## src/rtl/conv_pkg.sv

```systemverilog
// rtl/conv_pkg.sv - shared types and field indices for the conv layer scheduler
package conv_pkg;

    localparam int ROW_WIDTH = 10;

    // Field positions inside an rcc tuple
    localparam int RCC_ROW = 2;
    localparam int RCC_COL = 1;
    localparam int RCC_CH  = 0;

    typedef enum logic [2:0] {
        IDLE,
        WAIT_BUF,
        ISSUE,
        SWITCH,
        DONE
    } sched_state_e;

    typedef logic [2:0][ROW_WIDTH-1:0] rcc_t;

endpackage

```

## src/rtl/nested_counter3.sv

```systemverilog
// rtl/nested_counter3.sv - row/col/channel wrap counter with per-level end flags
module nested_counter3 #(
    parameter int ROW_WIDTH = 10,
    parameter int OUT_H     = 28,
    parameter int OUT_W     = 28,
    parameter int C         = 256,
    parameter int BAND_ROWS = 7
) (
    input  logic                 clk,
    input  logic                 rstn,
    input  logic                 advance,
    input  logic                 clear,
    output logic [ROW_WIDTH-1:0] row,
    output logic [ROW_WIDTH-1:0] col,
    output logic [ROW_WIDTH-1:0] ch,
    output logic                 last_ch,
    output logic                 last_col,
    output logic                 band_end,
    output logic                 last_all
);

    localparam logic [ROW_WIDTH-1:0] CH_MAX   = ROW_WIDTH'(C - 1);
    localparam logic [ROW_WIDTH-1:0] COL_MAX  = ROW_WIDTH'(OUT_W - 1);
    localparam logic [ROW_WIDTH-1:0] ROW_MAX  = ROW_WIDTH'(OUT_H - 1);
    localparam logic [ROW_WIDTH-1:0] BAND_MAX = ROW_WIDTH'(BAND_ROWS - 1);
    localparam logic [ROW_WIDTH-1:0] ONE      = ROW_WIDTH'(1);

    // Row position within the current band; avoids a modulo on the row count
    logic [ROW_WIDTH-1:0] band_row;
    logic                 last_row;

    // Flags are per level: the caller ANDs them to find row, band and layer ends
    assign last_ch  = (ch == CH_MAX);
    assign last_col = (col == COL_MAX);
    assign last_row = (row == ROW_MAX);
    assign band_end = (band_row == BAND_MAX) && !last_row;
    assign last_all = last_row;

    // Channel innermost, then column, then row; the band row tracks the row
    always_ff @(posedge clk or negedge rstn) begin
        if (!rstn) begin
            row      <= '0;
            col      <= '0;
            ch       <= '0;
            band_row <= '0;
        end else if (clear) begin
            row      <= '0;
            col      <= '0;
            ch       <= '0;
            band_row <= '0;
        end else if (advance) begin
            if (!last_ch) begin
                ch <= ch + ONE;
            end else begin
                ch <= '0;
                if (!last_col) begin
                    col <= col + ONE;
                end else begin
                    col <= '0;
                    if (last_row) begin
                        row      <= '0;
                        band_row <= '0;
                    end else begin
                        row      <= row + ONE;
                        band_row <= (band_row == BAND_MAX) ? '0 : band_row + ONE;
                    end
                end
            end
        end
    end

endmodule

```

## src/rtl/pe_row_scheduler.sv

```systemverilog
// rtl/pe_row_scheduler.sv - walks every output position and feeds rcc tuples to the PE side
module pe_row_scheduler #(
    parameter int ROW_WIDTH = 10,
    parameter int OUT_H     = 28,
    parameter int OUT_W     = 28,
    parameter int C         = 256,
    parameter int BAND_ROWS = 7
) (
    input  logic                      clk,
    input  logic                      rstn,
    input  logic                      start,
    input  logic                      buf_ready,
    output logic [2:0][ROW_WIDTH-1:0] rcc,
    output logic                      rcc_valid,
    input  logic                      rcc_ready,
    output logic                      ram_switch,
    output logic                      busy,
    output logic                      done
);

    import conv_pkg::*;

    if ((C > (1 << ROW_WIDTH)) || (OUT_W > (1 << ROW_WIDTH)) || (OUT_H > (1 << ROW_WIDTH))) begin : g_width_check
        $error("pe_row_scheduler: C, OUT_W and OUT_H must fit in ROW_WIDTH bits");
    end

    if ((BAND_ROWS < 1) || ((OUT_H % BAND_ROWS) != 0)) begin : g_band_check
        $error("pe_row_scheduler: OUT_H must be a multiple of BAND_ROWS");
    end

    sched_state_e         state;
    logic [ROW_WIDTH-1:0] row_cnt;
    logic [ROW_WIDTH-1:0] col_cnt;
    logic [ROW_WIDTH-1:0] ch_cnt;
    logic                 last_ch;
    logic                 last_col;
    logic                 band_end;
    logic                 last_all;
    logic                 hs;
    logic                 row_wrap;
    logic                 band_switch;
    logic                 layer_end;

    assign hs          = rcc_valid & rcc_ready;
    assign row_wrap    = last_ch & last_col;
    assign band_switch = row_wrap & band_end;
    assign layer_end   = row_wrap & last_all;

    // Counters are flops, so rcc is registered; it only moves on a handshake
    assign rcc[RCC_ROW] = row_cnt;
    assign rcc[RCC_COL] = col_cnt;
    assign rcc[RCC_CH]  = ch_cnt;

    nested_counter3 #(
        .ROW_WIDTH (ROW_WIDTH),
        .OUT_H     (OUT_H),
        .OUT_W     (OUT_W),
        .C         (C),
        .BAND_ROWS (BAND_ROWS)
    ) u_counter (
        .clk      (clk),
        .rstn     (rstn),
        .advance  (hs),
        .clear    (state == DONE),
        .row      (row_cnt),
        .col      (col_cnt),
        .ch       (ch_cnt),
        .last_ch  (last_ch),
        .last_col (last_col),
        .band_end (band_end),
        .last_all (last_all)
    );

    // Sequencer FSM with registered handshake, switch, busy and done outputs
    always_ff @(posedge clk or negedge rstn) begin
        if (!rstn) begin
            state      <= IDLE;
            rcc_valid  <= 1'b0;
            ram_switch <= 1'b0;
            busy       <= 1'b0;
            done       <= 1'b0;
        end else begin
            case (state)
                IDLE: begin
                    if (start) begin
                        state <= WAIT_BUF;
                        busy  <= 1'b1;
                    end
                end
                WAIT_BUF: begin
                    if (buf_ready) begin
                        state     <= ISSUE;
                        rcc_valid <= 1'b1;
                    end
                end
                ISSUE: begin
                    if (hs) begin
                        if (layer_end) begin
                            state     <= DONE;
                            rcc_valid <= 1'b0;
                            done      <= 1'b1;
                        end else if (band_switch) begin
                            state      <= SWITCH;
                            rcc_valid  <= 1'b0;
                            ram_switch <= 1'b1;
                        end
                    end
                end
                SWITCH: begin
                    // buf_ready still reflects the old band here, so it is not looked at
                    ram_switch <= 1'b0;
                    state      <= WAIT_BUF;
                end
                DONE: begin
                    done  <= 1'b0;
                    busy  <= 1'b0;
                    state <= IDLE;
                end
                default: begin
                    state      <= IDLE;
                    rcc_valid  <= 1'b0;
                    ram_switch <= 1'b0;
                    busy       <= 1'b0;
                    done       <= 1'b0;
                end
            endcase
        end
    end

endmodule
```

## config.mk

```make
export PLATFORM = sky130hd
export DESIGN_NAME = pe_row_scheduler
export DESIGN_NICKNAME = d
export VERILOG_FILES = /design/src/rtl/conv_pkg.sv /design/src/rtl/nested_counter3.sv /design/src/rtl/pe_row_scheduler.sv
export SDC_FILE = /design/constraint.sdc
export NUM_CORES = 1
export LEC_CHECK = 0
export ABC_CLOCK_PERIOD_IN_PS = 2800
export CAP_MARGIN = 20
export CORE_UTILIZATION = 54
export DETAILED_ROUTE_END_ITERATION = 10
export PLACE_DENSITY = 0.92
export SLEW_MARGIN = 30
export SYNTH_ARGS = -nofsm -noshare
export SYNTH_HDL_FRONTEND = slang
export SYNTH_HIERARCHICAL = 1
export SYNTH_SLANG_ARGS = --single-unit
```

## constraint.sdc

```tcl
create_clock -name clk -period 2.8 [get_ports clk]
set_input_delay 0.56 -clock clk [delete_from_list [all_inputs] [get_ports clk]]
set_output_delay 0.56 -clock clk [all_outputs]
set_load 0.01 [all_outputs]
```

==> impl_metrics.yaml <==
status:
  status: "finished with violations"
  violations: "design-rule violations"
clock_tree:
  cts_hold_buf: 0
  cts_root_buf: "clkbuf_8"
  cts_tree: "done"
  cts_sinks: 47
  clkTransAtPathRegs_ps: 80
  htreeDepth: 2
  postCtsSetupBuffers: 0
  insertion_delay_ps: 300
  cts-resized-gates: 0
  clk_path_buf_depth: 2
  numCtsBuffers: 5
global_route:
  gr-max-usage-layer: "met2"
  overflow: 0
  grt_use_met3: 0.0422
  gr-usage-all-layers: 0.245
  grt_first_pass_wirelength_mm: 9.85
  use_met1: 0.335
  grt_use_met2: 0.400
  grt_max_degree: 30
  antenna_found_initial: 0
  first_global_vias: 2075
synth:
  syn_area_per_cell_um2: 9.29
  synthCells: 280
  syn_nets: 290
  yosys.area.top_type: "dfrtp_1"
  async_flop_share: 1.00
  yosys_warnings: 6
  synth_most_common_cell: "dfrtp_1"
  yosys.area.top_type_share: 0.452
  synth_ff_type: "dfrtp_1"
  synthTopCellsByArea: "dfrtp_1 (45%), o21ai_0 (6.2%), nand2_1 (4.9%)"
  synth_seq_cells: 47
  ys_seq_area_frac: 0.452
  synth.distinct_cells: 54
  synth_edf_count: 0
  synthTopCellsByCount: "dfrtp_1 (47), nand2_1 (34), o21ai_0 (32)"
  synth_area_um2: 2600
placed_design:
  place_congestion: 0.852
  place_area_um2: 3050
  pre_cts_ws_ps: 160
  dp_hpwl_mm: 4.10
  io_buffers: 38
setup_path:
  arrival_ps: 2540
  crit_start: "rcc_ready"
  critPathLaunchType: "input pin"
  cp_cell_sequence: "clkdlybuf4s50_1, and2_1, and3_1, a41o_1, buf_4, nand2_1, o41ai_1"
  cp_max_fo: 14
  r2r-start: "u_counter/ch[3]"
  critPathMaxStageDelay_ps: 520
  critPathBufInv: 2
  path_delay_family: "buffers and inverters"
  cp_slowest_cell: "clkdlybuf4s50_1"
  crit_required_ps: 2960
  crit_type: "input pin to flop"
  end_kind: "flop"
floorplanning:
  dieArea_um2: 5100
  core_area_um2: 4500
  start_util: 0.577
  pin_count: 39
  die_h_um: 71.4
  dieWidth_um: 71.4
  rows: 24
power:
  power_frac_comb: 0.155
  power_frac_clock: 0.315
  leakage_nw: 1.30
  power_per_cell_area_nw_per_um2: 481
  pwr-share-seq: 0.530
  power.internal_mw: 1.11
  ir_worst_vdd_v: 0.000288
  switching_power_uw: 409
  swShare: 0.269
  total_power_mw: 1.52
drt:
  drc: 5
  via_count: 2323
  first_pass_iters: 8
  drt_iter0_drc: 212
  wl_per_cell_um: 15.5
  vias_per_cell: 6.18
  wl_mm: 5.84
  ant_nets: 0
job:
  max_cap_viol_count: 0
hold_path:
  hold_path_class: "input pin to async pin"
timing:
  tns_ps: 0
  hold_violations: 0
  clock.fmax_mhz: 420
  skew_ps: 8.28
  worst_slew_pin_slew_ps: 586
  period_minus_slack_ps: 2380
  layout_setup_ws_ps: 421
  rsz0062_at_grt: "no"
  maxSlewViolCount: 0
  slew_headroom: 0.608
  setup_viol: 0
  fin_crit_sh: 0.849
layout:
  fin_nets: 334
  seq_area_um2: 1180
  area_growth_pct: 21.4
  fillers: 336
  insertedDiodeCount: 0
  drive_above_1_share: 0.0926
  multiInputGateArea_um2: 1360
  final_cell_area_um2: 3160
-- final cells by class --
cell class | count | area share
Tap cell | 52 | 0.0206
Clock inverter | 1 | 0.00951
Inverter | 8 | 0.00951
Multi-Input combinational cell | 217 | 0.429
Sequential cell | 47 | 0.373
Clock buffer | 6 | 0.0230
Timing Repair Buffer | 45 | 0.136
-- metrics by stage --
step	utilization	hold slack [ps]	std cells
floorplan	-	264	280
global placement	0.678	476	369
detailed placement	0.678	494	369
CTS	0.701	193	376
global route	0.701	206	376
finish	0.701	187	376
-- layer usage --
| layer | routed length (um) | part of all wire |
|---|---|---|
| met5 | 0 | 0 |
| met2 | 2840 | 0.49 |
| met4 | 75 | 0.013 |
| met3 | 204 | 0.035 |
| met1 | 2720 | 0.47 |
-- path summary, 6_finish.rpt --
kind / slack (ps) / depth (start not counted) / end
max in group asynchronous: 1890 / 2 / u_counter/col[3]
min in group clk: 500 / 2 / done
worst max register to register: 590 / 7 / state[0]
worst min-delay path: 190 / 1 / state[0]
worst min register to register: 500 / 2 / done
worst max-delay path: 420 / 7 / u_counter/col[5]
-- sequential cells by signal, summed over array words and instances (netlist names) --
register and cells:
u_counter/ch 10, done 1, rcc_valid 1, u_counter/band_row 10, ram_switch 1, u_counter/col 10, u_counter/row 10, state 3
busy 1
-- kinds of logic after synthesis --
family	after synthesis	synth area share
and+or+nand+nor	127	0.274
AOI/OAI and AO/OA	78	0.199
DFF	47	0.452
buffers and inverters	16	0.0265
xor gates and xnor gates	5	0.0168
adders and majority gates	5	0.0241
muxes	2	0.00770
-- worst register-to-register path: stages (launching register included) --
cell      delay [ps]
dfrtp_1          470
and4_2           360
nand2_1           90
or4_1            530
inv_1            100
and4_4           250
nand4_4          120
a211oi_2         200
-- power groups by stage --
stage | registers, mW | logic [mW] | clock network, mW
after floorplan | 0.817 | 0.112 | 0
after global placement | 0.813 | 0.227 | 0
after detailed placement | 0.815 | 0.236 | 0
after CTS | 0.802 | 0.236 | 0.489
after global routing | 0.812 | 0.265 | 0.518
final | 0.804 | 0.235 | 0.478
-- cells in the final DEF, fill, tap and decap left out, types with 5 or more instances in the layout --
| cell type | instances |
|---|---|
| a31oi_1 | 8 |
| clkdlybuf4s50_1 | 37 |
| nor3_1 | 7 |
| clkbuf_8 | 5 |
| ha_1 | 5 |
| a21oi_1 | 11 |
| o31ai_1 | 7 |
| nand2b_1 | 6 |
| inv_1 | 8 |
| nand3_1 | 16 |
| or3_1 | 5 |
| and3_1 | 9 |
| buf_4 | 7 |
| nor2_1 | 23 |
| nand2_1 | 34 |
| o21ai_0 | 32 |
| dfrtp_1 | 47 |
Note: power is estimated with default switching activity, not from simulation.
